$ cat config.mk
export PLATFORM = sky130hd
export DESIGN_NAME = gelato_fetch_scheduler
export DESIGN_NICKNAME = d
export VERILOG_FILES = /design/src/rtl/gelato_fetch_scheduler_pkg.sv /design/src/rtl/gelato_rr_arbiter.sv /design/src/rtl/gelato_fetch_scheduler.sv
export SDC_FILE = /design/constraint.sdc
export NUM_CORES = 1
export LEC_CHECK = 0
export CORE_MARGIN = 2
export CORE_UTILIZATION = 60
export DETAILED_ROUTE_END_ITERATION = 6
export PLACE_DENSITY = 0.85
export SETUP_SLACK_MARGIN = 0.15
export SYNTH_ARGS = -nofsm -noshare
export SYNTH_HDL_FRONTEND = slang
export SYNTH_HIERARCHICAL = 1
export SYNTH_SLANG_ARGS = --single-unit
$ cat constraint.sdc
create_clock -name clk -period 11.6 [get_ports clk]
set_input_delay 2.9 -clock clk [delete_from_list [all_inputs] [get_ports clk]]
set_output_delay 2.9 -clock clk [all_outputs]
set_load 0.02 [all_outputs]
$ cat src/rtl/gelato_fetch_scheduler_pkg.sv
// Shared types for the gelato fetch front end.
// Warp slot, PC and split-table bundles.
package gelato_types;

  localparam int NUM_WARPS = 4;
  localparam int WARP_W    = (NUM_WARPS > 1) ? $clog2(NUM_WARPS) : 1;
  localparam int ADDR_W    = 32;
  localparam int SPLIT_W   = 4;

  typedef logic [ADDR_W-1:0]  addr_t;
  typedef logic [WARP_W-1:0]  warp_num_t;
  typedef logic [SPLIT_W-1:0] split_num_t;

  typedef struct packed {
    addr_t      pc;
    warp_num_t  warp_num;
    split_num_t split_table_num;
  } pc_info_t;

  typedef struct packed {
    warp_num_t  warp_num;
    addr_t      pc;
    split_num_t split_table_num;
    logic       exit;
  } pc_update_t;

endpackage

$ cat src/rtl/gelato_rr_arbiter.sv
// Round-robin arbiter: search starts one past last_grant.
// Purely combinational.
module gelato_rr_arbiter #(
  parameter int N  = 4,
  parameter int IW = 2
) (
  input  logic [N-1:0]  req,
  input  logic [IW-1:0] last_grant,
  output logic [N-1:0]  grant,
  output logic [IW-1:0] grant_idx,
  output logic          any
);

  logic [IW-1:0] idx;

  // farthest offset first so the nearest requester wins
  always_comb begin
    grant     = '0;
    grant_idx = '0;
    any       = 1'b0;
    idx       = '0;
    for (int k = N; k >= 1; k--) begin
      idx = last_grant + IW'(k);
      if (req[idx]) begin
        grant      = '0;
        grant[idx] = 1'b1;
        grant_idx  = idx;
        any        = 1'b1;
      end
    end
  end

endmodule

$ cat src/rtl/gelato_fetch_scheduler.sv
// Warp fetch scheduler: per-warp PC state and
// registered round-robin offer to inst fetch.
module gelato_fetch_scheduler
  import gelato_types::*;
#(
  parameter int NUM_WARPS = 4
) (
  input  logic                 clk,
  input  logic                 rst,
  input  logic                 rdy,
  input  logic                 launch_valid,
  input  warp_num_t            launch_warp_num,
  input  addr_t                launch_pc,
  input  logic                 update_valid,
  input  pc_update_t           update,
  output logic                 dout_valid,
  input  logic                 dout_ready,
  output pc_info_t             dout,
  output logic [NUM_WARPS-1:0] active_mask
);

  localparam int WW = $bits(warp_num_t);

  logic [NUM_WARPS-1:0] active_q, active_d;
  logic [NUM_WARPS-1:0] pending_q, pending_d;
  addr_t                pc_q [NUM_WARPS];
  addr_t                pc_d [NUM_WARPS];
  split_num_t           split_q [NUM_WARPS];
  split_num_t           split_d [NUM_WARPS];
  warp_num_t            last_grant_q, last_grant_d;
  logic                 dout_valid_q, dout_valid_d;
  pc_info_t             dout_q, dout_d;

  logic                 hs;
  logic [NUM_WARPS-1:0] hs_onehot;
  logic [NUM_WARPS-1:0] arb_req;
  warp_num_t            arb_last;
  logic [NUM_WARPS-1:0] arb_grant;
  warp_num_t            arb_idx;
  logic                 arb_any;
  logic                 upd_ok;
  logic                 launch_ok;

  assign hs        = dout_valid_q & dout_ready;
  assign hs_onehot = hs ? (NUM_WARPS'(1) << dout_q.warp_num) : '0;
  assign arb_req   = active_q & ~pending_q & ~hs_onehot;
  assign arb_last  = hs ? dout_q.warp_num : last_grant_q;
  assign upd_ok    = update_valid & pending_q[update.warp_num];
  assign launch_ok = launch_valid & ~active_q[launch_warp_num]
                   & ~(update_valid
                       & (update.warp_num == launch_warp_num));

  gelato_rr_arbiter #(
    .N  (NUM_WARPS),
    .IW (WW)
  ) u_arb (
    .req        (arb_req),
    .last_grant (arb_last),
    .grant      (arb_grant),
    .grant_idx  (arb_idx),
    .any        (arb_any)
  );

  // next state: handshake, write-back, launch, offer
  always_comb begin
    active_d     = active_q;
    pending_d    = pending_q;
    pc_d         = pc_q;
    split_d      = split_q;
    last_grant_d = last_grant_q;
    dout_valid_d = dout_valid_q;
    dout_d       = dout_q;
    if (hs) begin
      pending_d[dout_q.warp_num] = 1'b1;
      last_grant_d               = dout_q.warp_num;
    end
    if (upd_ok) begin
      pc_d[update.warp_num]      = update.pc;
      split_d[update.warp_num]   = update.split_table_num;
      pending_d[update.warp_num] = 1'b0;
      if (update.exit) begin
        active_d[update.warp_num] = 1'b0;
      end
    end
    if (launch_ok) begin
      active_d[launch_warp_num]  = 1'b1;
      pending_d[launch_warp_num] = 1'b0;
      pc_d[launch_warp_num]      = launch_pc;
      split_d[launch_warp_num]   = '0;
    end
    if (!dout_valid_q || dout_ready) begin
      dout_valid_d = arb_any;
      dout_d       = '0;
      if (arb_any) begin
        dout_d.warp_num = arb_idx;
      end
      for (int i = 0; i < NUM_WARPS; i++) begin
        if (arb_grant[i]) begin
          dout_d.pc              = pc_q[i];
          dout_d.split_table_num = split_q[i];
        end
      end
    end
  end

  // state registers, frozen while rdy is low
  always_ff @(posedge clk) begin
    if (rst) begin
      active_q     <= '0;
      pending_q    <= '0;
      for (int i = 0; i < NUM_WARPS; i++) begin
        pc_q[i]    <= '0;
        split_q[i] <= '0;
      end
      last_grant_q <= warp_num_t'(NUM_WARPS - 1);
      dout_valid_q <= 1'b0;
      dout_q       <= '0;
    end else if (rdy) begin
      active_q     <= active_d;
      pending_q    <= pending_d;
      pc_q         <= pc_d;
      split_q      <= split_d;
      last_grant_q <= last_grant_d;
      dout_valid_q <= dout_valid_d;
      dout_q       <= dout_d;
    end
  end

  assign dout_valid  = dout_valid_q;
  assign dout        = dout_q;
  assign active_mask = active_q;

  a_upd_pending : assert property (
    @(posedge clk) disable iff (rst)
    (rdy && update_valid) |-> pending_q[update.warp_num]);

  a_launch_idle : assert property (
    @(posedge clk) disable iff (rst)
    (rdy && launch_valid
     && !(update_valid && update.warp_num == launch_warp_num))
    |-> !active_q[launch_warp_num]);

endmodule

==> impl_metrics.py <==
metrics = {
    "sta": {
        "slew_viol_final": 0,
        "setup_violations": 0,
        "skew_ns": 0.0105,
        "max_freq_mhz": 131,
        "fin_setup_tns_ns": 0,
        "period_minus_slack_ns": 7.64,
        "period_share_pct": 65.9,
        "relSlewSlack_pct": 25.2,
        "worstMarginPinSlew_ns": 1.09,
        "final_hold_viol_count": 0,
        "rsz0062_at_grt": "false",
    },
    "synth": {
        "synth.area.top_cells": "dfxtp_1 39%, a22oi_1 7.4%, o2bb2ai_1 5.9%",
        "synth_seq_cells": 193,
        "netlist_area_um2": 9860,
        "yosys_warnings": 6,
        "synth_cells": 1154,
        "synth.distinct_cells": 54,
        "ys.flop_type": "dfxtp_1",
        "synth.largest_area_cell": "dfxtp_1",
        "synth-edff-count": 0,
        "synth_fp_nets": 1239,
        "yosysSeqAreaShare_pct": 39.2,
        "yosys.area.top_type_share_pct": 39.2,
        "avgSynthCellArea_um2": 8.54,
        "postSynth.asyncResetShare_pct": 0,
    },
    "routing": {
        "drt_iter0_markers": 1578,
        "vias_per_cell": 7.02,
        "drc": 0,
        "vias": 9934,
        "first_pass_iters": 6,
        "detail-route-antenna-nets": 0,
        "routedWlPerCell_um": 21.7,
        "finalWirelength_um": 30700,
    },
    "run": {
        "cap_violations": 0,
    },
    "worst_setup_path": {
        "endpoint_kind": "register",
        "crit_type": "primary input to register",
        "path_cells": "clkdlybuf4s50_1, and3_1, a21o_1, inv_1, ha_1, mux2_2, mux2i_1, nor2_1, a31oi_4, buf_4, a21oi_1, a221oi_1, a211oi_1, nor3_1",
        "cp_max_fo": 72,
        "worst_path_max_delay_cell": "mux2i_1",
        "ff2ff_setup_slack_ns": 6.59,
        "reg2reg_from": "dout_valid$_SDFFE_PP0P_",
        "worstRegToRegCells": 13,
        "worstSetupStartpoint": "dout_ready",
        "rr_endpoint": "dout[29]$_SDFFE_PP0P_",
        "critPathRequiredTime_ns": 11.95,
        "worstSetupStartpointType": "primary input",
        "cpPeakStageDelay_ns": 0.85,
        "arrival_ns": 7.99,
    },
    "cts": {
        "postCtsHoldBufs": 0,
        "clockRootBuffer": "clkbuf_16",
        "clk_pin_slew_ns": 0.07,
        "ctsResizeCount": 0,
        "insertion_delay_ns": 0.43,
        "cts_max_level": 4,
        "cts_setup_buffers": 0,
        "cts_tree": "built",
        "clockBufferDepth": 2,
        "numCtsBuffers": 17,
        "cts.sinks": 193,
    },
    "min_path": {
        "hp-class": "register to register",
        "hold_end": "pc_q[72]$_SDFFE_PP0P_",
        "min_path_cells": 1,
        "worstHoldStart": "pc_q[72]$_SDFFE_PP0P_",
    },
    "power": {
        "power.total_uw": 1510,
        "power_density_nw_per_um2": 130,
        "leakagePower_uw": 0.00383,
        "vdd_drop_max_mv": 0.130,
    },
    "cells_and_area": {
        "final_util_pct": 72.7,
        "mostFrequentLayoutCell": "dfxtp_1",
        "final_cell_mix": "193 x dfxtp_1, 119 x clkdlybuf4s50_1, 111 x a21oi_1",
        "nNetsFinal": 1275,
        "antenna_cells": 0,
        "area_growth_syn_to_layout_pct": 17.6,
        "fill_cells": 1256,
        "fin_cells": 1416,
        "layout-drive-gt1-share_pct": 5.83,
    },
    "grt": {
        "overflow": 0,
        "grt_pass1_vias": 9142,
        "antenna_found_initial": 0,
        "grt_usage_pct": 34.3,
        "grt_max_degree": 98,
        "grt_pass1_wl_um": 48800,
    },
    "die": {
        "die_x_um": 132,
        "core_area_um2": 15900,
        "die_height_um": 132,
        "initial_core_util_pct": 61.8,
        "ios": 122,
        "die_area_um2": 17500,
        "row_count": 46,
    },
    "place": {
        "dpl.hpwl_um": 16800,
        "port_buffers": 121,
        "routabilityCongestion": 0.850,
        "post-place-cells": 1387,
    },
    "status": {
        "status": "complete, no violations",
    },
}
flip-flops by register name, summed over array words and instances (netlist names):
signal and cells:
dout 38, dout_valid 1, active_mask 4, pending_q 4, split_q 16, pc_q 128
last_grant_q 2
critical path, delay by kind of cell:
family	cells	cell delay, ns
AOI/OAI and AO/OA	5	1.28
and+or+nand+nor	3	0.66
adders and majority gates	1	0.54
muxes	2	1.23
buffers and inverters	3	1.34
cells in the mapped netlist (all sizes together), types with 3 or more instances:
library cell  count
a221oi           37
clkbuf           94
buf              32
nor2             79
mux2i             5
a31oi             9
a221o            31
nand3b           39
a211oi           38
dfxtp           193
nand3            39
ha                6
nor2b            15
a32o              4
and3b             3
nor3             41
inv              43
or3b              3
mux2              6
and2              4
a22oi            97
and3             36
o21ai            36
o2bb2ai          66
nand4             6
a21oi           111
nand2            13
a22o             12
nand2b           34
cell type report:
type / instances / area (um^2) / share of cell area [%]
Sequential cell: 193 / 3860 / 33.3
Clock buffer: 26 / 499 / 4.31
Timing Repair Buffer: 143 / 1370 / 11.8
Inverter: 43 / 161 / 1.39
Clock inverter: 3 / 47.5 / 0.410
Multi-Input combinational cell: 792 / 5380 / 46.4
Tap cell: 216 / 270 / 2.33
worst max-delay path by stage:
| stage | endpoint | slack, ns | cells past startpoint |
|---|---|---|---|
| CTS | dout[29]$_SDFFE_PP0P_ | 4.07 | 14 |
| finish | dout[29]$_SDFFE_PP0P_ | 3.96 | 14 |
| floorplan | dout[10]$_SDFFE_PP0P_ | 5.41 | 16 |
| detailed placement | dout[27]$_SDFFE_PP0P_ | 3.65 | 14 |
| global placement | dout[12]$_SDFFE_PP0P_ | 3.85 | 14 |
| global route | dout[21]$_SDFFE_PP0P_ | 3.67 | 14 |
per-layer routing:
metal | up-vias | track usage, % | share of wire, %
met5 | - | 0 | 0
met4 | 0 | 11.4 | 1.9
met3 | 61 | 6.04 | 11
met2 | 691 | 54.2 | 47
met1 | 4733 | 47.6 | 40
li1 | 4449 | - | -
where the power goes:
part	total [uW]	leakage (uW)	internal, uW	switching (uW)
Clock	562	0.000267	318	244
Combinational	246	0.00199	96.3	149
Sequential	703	0.00157	687	16.2
kinds of logic (layout without fill, tap and decap cells):
kind of cell	Yosys count	after routing	synth area share, %
buffers and inverters	169	215	7.17
AOI/OAI and AO/OA	452	452	33.0
xor gates and xnor gates	1	1	0.0889
and+or+nand+nor	320	320	18.1
muxes	13	13	1.69
DFF	193	193	39.2
adders and majority gates	6	6	0.762
metrics by stage:
step / worst slack, ns / area (um^2) / hold WS [ns]
final: 3.96 / 11600 / 0.463
after CTS: 4.07 / 11600 / 0.467
after global routing: 3.67 / 11600 / 0.475
after floorplan: 5.41 / 9860 / 0.432
after global placement: 3.85 / 11000 / 0.444
after detailed placement: 3.65 / 11000 / 0.447
Power figures use the tool's default switching activity.
